### src/rtl/pipe_pkg.sv
// ---------------------------------------------------------------------------
// pipe_pkg
// Shared definitions for the pipeline-boundary register family.
//   NOP_INSN_DEFAULT : bubble instruction, decodes to all-zero control
//   stage_state_e    : occupancy of a two-entry stage (EMPTY / ONE / TWO)
// Optional feature macro used by pipe_stage_reg: PIPE_STAGE_STATS_EN
// ---------------------------------------------------------------------------
package pipe_pkg;

    localparam logic [31:0] NOP_INSN_DEFAULT = 32'hFC000000;

    typedef enum logic [1:0] {
        EMPTY = 2'd0,
        ONE   = 2'd1,
        TWO   = 2'd2
    } stage_state_e;

endpackage

### src/rtl/pipe_stage_entry.sv
// ---------------------------------------------------------------------------
// pipe_stage_entry
// One LANES-wide payload slot {lane_vld, pc, insn} with a load enable.
// Lanes presented with d_lane_vld=0 are stored with NOP_INSN so the
// downstream decoder sees a harmless bubble; their pc is still captured.
// Ports:
//   clk, rst_n          clock, asynchronous active-low reset
//   load                capture d_* on the rising edge
//   d_lane_vld/pc/insn  incoming payload
//   q_lane_vld/pc/insn  stored payload
// ---------------------------------------------------------------------------
module pipe_stage_entry
    import pipe_pkg::*;
#(
    parameter int               LANES    = 1,
    parameter int               PC_W     = 32,
    parameter int               INSN_W   = 32,
    parameter logic [INSN_W-1:0] NOP_INSN = NOP_INSN_DEFAULT
) (
    input  logic                      clk,
    input  logic                      rst_n,
    input  logic                      load,
    input  logic [LANES-1:0]          d_lane_vld,
    input  logic [LANES*PC_W-1:0]     d_pc,
    input  logic [LANES*INSN_W-1:0]   d_insn,
    output logic [LANES-1:0]          q_lane_vld,
    output logic [LANES*PC_W-1:0]     q_pc,
    output logic [LANES*INSN_W-1:0]   q_insn
);

    logic [LANES*INSN_W-1:0] masked_insn;

    // Replace the instruction of every invalid lane with the bubble.
    always_comb begin
        masked_insn = d_insn;
        for (int i = 0; i < LANES; i++) begin
            if (!d_lane_vld[i]) begin
                masked_insn[i*INSN_W +: INSN_W] = NOP_INSN;
            end
        end
    end

    // Payload register; holds its contents bit-exact whenever load is low.
    always_ff @(posedge clk or negedge rst_n) begin
        if (!rst_n) begin
            q_lane_vld <= '0;
            q_pc       <= '0;
            q_insn     <= {LANES{NOP_INSN}};
        end else if (load) begin
            q_lane_vld <= d_lane_vld;
            q_pc       <= d_pc;
            q_insn     <= masked_insn;
        end
    end

endmodule

### src/rtl/pipe_stage_reg.sv
// ---------------------------------------------------------------------------
// pipe_stage_reg
// Pipeline-boundary register carrying LANES {pc, insn} slots between stages
// with ready/valid on both sides. A MAIN entry drives the outputs and a SKID
// entry absorbs one extra beat so in_ready can come straight from a flop.
// flush kills everything held and the beat offered in the same cycle.
// Ports:
//   clk, rst_n                       clock, asynchronous active-low reset
//   flush                            synchronous kill of all slots
//   in_valid/in_ready                upstream handshake (in_ready registered)
//   in_lane_vld/in_pc/in_insn        upstream payload, lane i at [i*W +: W]
//   out_valid/out_ready              downstream handshake (out_ready=0 stalls)
//   out_lane_vld/out_pc/out_insn     head payload; NOP/zero lanes when empty
// Optional (macro PIPE_STAGE_STATS_EN):
//   stall_cnt, flush_cnt             saturating event counters
// ---------------------------------------------------------------------------
module pipe_stage_reg
    import pipe_pkg::*;
#(
    parameter int               LANES    = 1,
    parameter int               PC_W     = 32,
    parameter int               INSN_W   = 32,
    parameter logic [INSN_W-1:0] NOP_INSN = NOP_INSN_DEFAULT
) (
    input  logic                      clk,
    input  logic                      rst_n,
    input  logic                      flush,
    input  logic                      in_valid,
    output logic                      in_ready,
    input  logic [LANES-1:0]          in_lane_vld,
    input  logic [LANES*PC_W-1:0]     in_pc,
    input  logic [LANES*INSN_W-1:0]   in_insn,
    output logic                      out_valid,
    input  logic                      out_ready,
    output logic [LANES-1:0]          out_lane_vld,
    output logic [LANES*PC_W-1:0]     out_pc,
    output logic [LANES*INSN_W-1:0]   out_insn
`ifdef PIPE_STAGE_STATS_EN
    ,
    output logic [31:0]               stall_cnt,
    output logic [31:0]               flush_cnt
`endif
);

    stage_state_e state_q, state_d;
    logic         in_ready_q;
    logic         acc_in, acc_out;
    logic         load_main, load_skid, main_from_skid;

    logic [LANES-1:0]        main_lane_vld, skid_lane_vld, main_d_lane_vld;
    logic [LANES*PC_W-1:0]   main_pc, skid_pc, main_d_pc;
    logic [LANES*INSN_W-1:0] main_insn, skid_insn, main_d_insn;

    assign in_ready  = in_ready_q;
    assign out_valid = (state_q != EMPTY);
    assign acc_in    = in_valid & in_ready_q;
    assign acc_out   = out_valid & out_ready;

    // State register plus a dedicated in_ready flop, so in_ready never
    // depends combinationally on out_ready or flush.
    always_ff @(posedge clk or negedge rst_n) begin
        if (!rst_n) begin
            state_q    <= EMPTY;
            in_ready_q <= 1'b1;
        end else begin
            state_q    <= state_d;
            in_ready_q <= (state_d != TWO);
        end
    end

    // Next-state logic; flush overrides every handshake.
    always_comb begin
        state_d = state_q;
        if (flush) begin
            state_d = EMPTY;
        end else begin
            unique case (state_q)
                EMPTY: if (acc_in) state_d = ONE;
                ONE: begin
                    if (acc_in && !acc_out)      state_d = TWO;
                    else if (!acc_in && acc_out) state_d = EMPTY;
                end
                TWO:   if (acc_out) state_d = ONE;
                default: state_d = EMPTY;
            endcase
        end
    end

    // Entry load controls. In TWO the skid is the only legal source for MAIN
    // because in_ready is low there.
    always_comb begin
        load_main      = 1'b0;
        load_skid      = 1'b0;
        main_from_skid = (state_q == TWO);
        if (!flush) begin
            unique case (state_q)
                EMPTY: load_main = acc_in;
                ONE: begin
                    load_main = acc_in & acc_out;
                    load_skid = acc_in & ~acc_out;
                end
                TWO:   load_main = acc_out;
                default: load_main = 1'b0;
            endcase
        end
    end

    assign main_d_lane_vld = main_from_skid ? skid_lane_vld : in_lane_vld;
    assign main_d_pc       = main_from_skid ? skid_pc       : in_pc;
    assign main_d_insn     = main_from_skid ? skid_insn     : in_insn;

    pipe_stage_entry #(
        .LANES(LANES), .PC_W(PC_W), .INSN_W(INSN_W), .NOP_INSN(NOP_INSN)
    ) u_main (
        .clk(clk), .rst_n(rst_n), .load(load_main),
        .d_lane_vld(main_d_lane_vld), .d_pc(main_d_pc), .d_insn(main_d_insn),
        .q_lane_vld(main_lane_vld), .q_pc(main_pc), .q_insn(main_insn)
    );

    pipe_stage_entry #(
        .LANES(LANES), .PC_W(PC_W), .INSN_W(INSN_W), .NOP_INSN(NOP_INSN)
    ) u_skid (
        .clk(clk), .rst_n(rst_n), .load(load_skid),
        .d_lane_vld(in_lane_vld), .d_pc(in_pc), .d_insn(in_insn),
        .q_lane_vld(skid_lane_vld), .q_pc(skid_pc), .q_insn(skid_insn)
    );

    // MAIN keeps its payload after a flush or drain, so the visible lanes are
    // masked here instead; out_pc deliberately shows the last held pc.
    always_comb begin
        out_pc       = main_pc;
        out_lane_vld = '0;
        out_insn     = {LANES{NOP_INSN}};
        if (out_valid) begin
            out_lane_vld = main_lane_vld;
            out_insn     = main_insn;
        end
    end

`ifdef PIPE_STAGE_STATS_EN
    // Saturating counters: stalled output cycles and flush cycles.
    always_ff @(posedge clk or negedge rst_n) begin
        if (!rst_n) begin
            stall_cnt <= '0;
            flush_cnt <= '0;
        end else begin
            if (out_valid && !out_ready && (stall_cnt != 32'hFFFFFFFF)) begin
                stall_cnt <= stall_cnt + 32'd1;
            end
            if (flush && (flush_cnt != 32'hFFFFFFFF)) begin
                flush_cnt <= flush_cnt + 32'd1;
            end
        end
    end
`endif

endmodule
### config.mk
export PLATFORM = sky130hd
export DESIGN_NAME = pipe_stage_reg
export DESIGN_NICKNAME = d
export VERILOG_FILES = /design/src/rtl/pipe_pkg.sv /design/src/rtl/pipe_stage_entry.sv /design/src/rtl/pipe_stage_reg.sv
export SDC_FILE = /design/constraint.sdc
export NUM_CORES = 1
export LEC_CHECK = 0
export ABC_AREA = 1
export CORE_MARGIN = 3
export CORE_UTILIZATION = 55
export CTS_BUF_LIST = sky130_fd_sc_hd__clkbuf_16
export CTS_CLUSTER_DIAMETER = 150
export DETAILED_ROUTE_END_ITERATION = 7
export MAX_ROUTING_LAYER = met4
export PLACE_DENSITY = 0.85
export SLEW_MARGIN = 40
export SYNTH_ARGS = -nofsm -noshare
export SYNTH_HDL_FRONTEND = slang
export SYNTH_SLANG_ARGS = --single-unit
### constraint.sdc
create_clock -name clk -period 4.2 [get_ports clk]
set_input_delay 1.26 -clock clk [delete_from_list [all_inputs] [get_ports clk]]
set_output_delay 1.26 -clock clk [all_outputs]
set_load 0.01 [all_outputs]
# Word level (Yosys, flattened, before mapping)
# Cells that the tools add are included.
[classes]
add_sub_neg = 0
n_mul = 0
n_div = 0
order_cmp = 0
n_eq_ne = 3
shift = 0
muxes = 17
n_bitwise = 5
reduce_logical = 6
[ops]
columns = ["operator", "n"]
rows = [
  ["$mux W32", 5],
  ["$mux W2", 5],
  ["$pmux W2 S3", 1],
  ["$mux W1", 5],
  ["$and A1 B1 Y1", 4],
  ["$pmux W1 S3", 1],
  ["$eq A2 B1 Y1 const B", 1],
  ["$eq A2 B2 Y1 const B", 1],
  ["$logic_and A1 B1 Y1", 2],
  ["$logic_not A1 Y1", 2],
  ["$logic_not A2 Y1", 1],
  ["$ne A2 B2 Y1 const B", 1],
  ["$reduce_bool A2 Y1", 1],
  ["$not A1 Y1", 1],
]
[totals]
regBits = 133
latch_bits = 0
ramBits = 0
mem_bits_ro = 0
input_bits = 70
out_inout_bits = 67
word_cells = 39
memories = 0

# Longest topological paths before layout
[logic_depth]
depth_word = 8
mapped_depth = 10
ltp_nobuf = 8

# Cells and area by module
# Synthesis repeated with hierarchy kept, for this count alone.
[unflattened]
hier_cells = 879
hier_area_um2 = 6416.2
[modules_own_cells]
columns = ["mod", "instances", "cells_each", "area_each_um2", "seq_area_each_um2"]
rows = [
  ["pipe_stage_entry", 2, 291, 2566.2, 1634.1],
  ["pipe_stage_reg", 1, 297, 1283.7, 76.3],
]

# Worst setup path after synthesis
# OpenSTA, ideal clock, no wires.
[synth_path]
kind = "register to output"
from = "register state_q[0]"
to = "output port out_insn[28]"
arrival_time_ps = 1086
required_time_ps = 2940
slack_ps = 1854
path_stages_with_launch = 5
n_path_buf = 2
path_cell_list = "dfrtp_1 buf_4 nor2_4 clkbuf_1 or2_2"
[synth_via]
elab_chain_cells = 2
[synth_lines]
columns = ["element", "line_no", "source"]
rows = [
  ["start, declared", "pipe_stage_reg.sv:45", "stage_state_e state_q, state_d;"],
  ["start signal, assigned", "pipe_stage_reg.sv:66", "state_q <= state_d;"],
  ["$reduce_bool A2 Y1", "pipe_stage_reg.sv:55", "assign out_valid = (state_q != EMPTY);"],
  ["$mux W32", "pipe_stage_reg.sv:134", "if (out_valid) begin"],
  ["end, declared", "pipe_stage_reg.sv:37", "output logic [LANES*INSN_W-1:0] out_insn"],
]
# No other way between the ends.

# Worst setup path in the final report
[layout_path]
from = "register state_q[0]"
to = "output port out_insn[27]"
# Same word-level chain as after synthesis.

==> implementation parameters <==
Parameter                              Value

Timing
  Final period demand of the worst path    around 3.5 ns
  Relative slew slack    0.501
  Max frequency    between 200 and 300 MHz
  Hold violation total from the final report    0
  WHS    around 0.46 ns
  Total negative slack for setup checks    0 ns
  Setup repair after global routing missed its margin    false
  Slew at the pin closest to its max-slew limit    0.749 ns
  Max Clock Skew    0.00566 ns
  Final period utilization    0.841
  Final setup viols    0
  Final-report max-slew violation count    0
  Worst setup margin    around 0.67 ns

Routing
  Via count    between 5000 and 6000
  Iteration count of the initial detailed-routing pass    5
  Wire length per cell after detailed routing    13.8 µm
  Detailed Route WL    15.7 mm
  Starting DRC count in detailed routing    approximately 450
  Post-route ant nets    0
  Number of DRC violations after detailed routing    0
  Post-DR vias/cell    a little over 5

Clock network
  Clock edge transition at the registers on the reported setup and hold paths    about 0.050 ns
  Post-cts resize count    0
  Buffers inserted by post-CTS timing repair    0
  Clock sink count    between 100 and 150
  Maximum count of clock buffers along a single path    2
  Max H-tree Level    4
  Clock buffer count from CTS    17
  Root buffer cell    clkbuf_16
  Clock network latency to the later pin of the worst-skew pair    between 0.4 and 0.5 ns
  Clock tree from TritonCTS    yes
  Cts hold-fix bufs    0

Cells and area
  Total Nets Final    approximately 1100
  Proportion of layout cells with a drive suffix above 1    0.0621
  Fill cell count    roughly 850
  Antenna fix cells    0
  Layout overhead on the synthesized area    28.9%

Pwr
  Worst-case vdd ir drop    0.375 mV
  PD cells    ~460 nW/µm²
  Leakage    0.00443 µW

Synth
  FFs w/ async S/R, synth    1.00
  Cell Area, Synth    6470 µm²
  Post-synth top area share    0.464
  Ranking of synthesized cells by instance count    385 x nand2_1, 120 x dfrtp_1, 88 x inv_1
  Synth Flop Type    dfrtp_1
  Synthesized area per cell    ~7.4 µm²
  Cell accounting for the most synthesized area    dfrtp_1
  Warnings from Yosys    0
  Synthesized netlist net count    ~950
  Post-synthesis cell type count    22
  Number of enable flip-flop cells after synthesis    0
  Leading post-synthesis cells by cell area    dfrtp_1 46%, nand2_1 22%, dfstp_2 5.3%, inv_1 5.1%, o21ai_0 4.6%
  Most common cell in the synthesized netlist    nand2_1
  Portion of the post-synthesis area used by sequential elements    0.517
  Cell count after synthesis    approximately 880
  #FFs+latches synth    133

Worst setup path
  Type of element launching the critical path    flip-flop
  Depth of the worst register-to-register path    8
  Arrival time of data at the critical path endpoint    between 2 and 2.5 ns
  Crit end category    output port
  WS Path Type    flip-flop to output port
  Crit path required time    approximately 3 ns
  Maximum fanout encountered on the critical timing path    35
  Register-to-Register Setup Slack    around 1.6 ns

Global route
  Aggregate global-route resource usage    0.257
  Initial antenna violation count    0
  Wire length of the first global-routing pass    around 26 mm
  Vias in the first global route    approximately 5500
  Pin count of the biggest net entering global routing    79
  Total congestion overflow after global routing    0

Floorplan
  Boundary Pins    approximately 140
  Die extent in x    about 110 µm
  Std-Cell Core Area    11200 µm²
  Die Footprint    13100 µm²
  Die H    ~110 µm
  Initial cell density of the core    0.579
  Number of core rows    38

Placed design
  Sum of net half-perimeters after detailed placement    slightly above 9 mm
  Routability congestion estimate from global placement    ~0.78
  PortBufs    136
  Post-placement setup slack    1.01 ns

Status
  Outcome    completed

Min path
  Hold depth    2
  Worst min-delay path category    flip-flop to flip-flop

Job
  Reported max-cap violation count    0
## registers in the layout (all words and copies together), names as in the netlist
name / cells
in_ready: 1
state_q: 2
u_main.q_insn: 32
u_main.q_lane_vld: 1
u_main.q_pc: 32
u_skid.q_insn: 32
u_skid.q_lane_vld: 1
u_skid.q_pc: 32
## critical path, stage by stage (launching register included)
cell and delay [ns]:
dfrtp_1 0.47, nor2_4 0.64, or2_2 0.23, clkdlybuf4s50_1 0.53
## worst paths after layout
path	from	endpoint
setup / recovery	state_q[0]$_DFF_PN0_	out_insn[27]
hold / removal	u_main.q_pc[22]$_DFFE_PN0P_	u_main.q_pc[22]$_DFFE_PN0P_
setup reg to reg	state_q[0]$_DFF_PN0_	u_main.q_insn[26]$_DFFE_PN1P_
hold reg to reg	u_main.q_pc[22]$_DFFE_PN0P_	u_main.q_pc[22]$_DFFE_PN0P_
max in group asynchronous	rst_n	u_skid.q_insn[30]$_DFFE_PN1P_
min in group asynchronous	rst_n	u_main.q_insn[12]$_DFFE_PN0P_
## logic make-up (layout without fill, tap and decap cells)
| kind of cell | Yosys count | after routing | synth area share |
|---|---|---|---|
| AO/OA/AOI/OAI | 100 | 100 | 0.0779 |
| buffers and inverters | 144 | 267 | 0.103 |
| flip-flops | 133 | 133 | 0.517 |
| AND/OR/NAND/NOR | 499 | 499 | 0.302 |
## placed cells by master, fill, tap and decap left out, drive strengths merged
master         netlist  layout
clkbuf              13      17
or2                  6       6
clkinv               0       8
buf                 40       9
clkinvlp             0       1
clkdlybuf4s50        0     135
nand3               33      33
bufinv               0       3
nand4                1       1
inv                 91      94
nand3b               1       1
o21ai               66      66
a21oi               34      34
dfstp               13      13
dfrtp              120     120
nor2                70      70
nand2              388     388
## stage by stage
stage / instance area [µm²] / utilization / power, µW / cells
after detailed placement: 7770 / 0.695 / 2400 / 1107
after CTS: 8340 / 0.747 / 3850 / 1139
final: 8340 / 0.747 / 3830 / 1139
after global routing: 8340 / 0.747 / 4020 / 1139
after floorplan: 6470 / - / 2060 / 876
after global placement: 7770 / 0.695 / 2370 / 1107
## layout make-up
type	instances	area [µm²]	area share
clock buffers	17	425	0.0510
repair buffers	144	1440	0.172
multi-input cells	599	2470	0.296
well taps	140	175	0.0210
flip-flops and latches	133	3340	0.401
inverters	91	342	0.0409
clock inverters	15	148	0.0177
## power by group
group / total [µW] / internal (µW) / switching, µW / leakage [µW]
logic: 717 / 337 / 379 / 0.00254
clock network: 1440 / 914 / 525 / 0.000290
registers: 1680 / 1550 / 123 / 0.00161
total: 3830 / 2800 / 1030 / 0.00443
## metal layers
layer | routed length [µm] | track usage
met1 | 6770 | 0.344
met2 | 7660 | 0.396
met3 | 1150 | 0.0539
met4 | 165 | 0.0831
met5 | 0 | -
No activity file was read; power rests on OpenSTA's default activity.
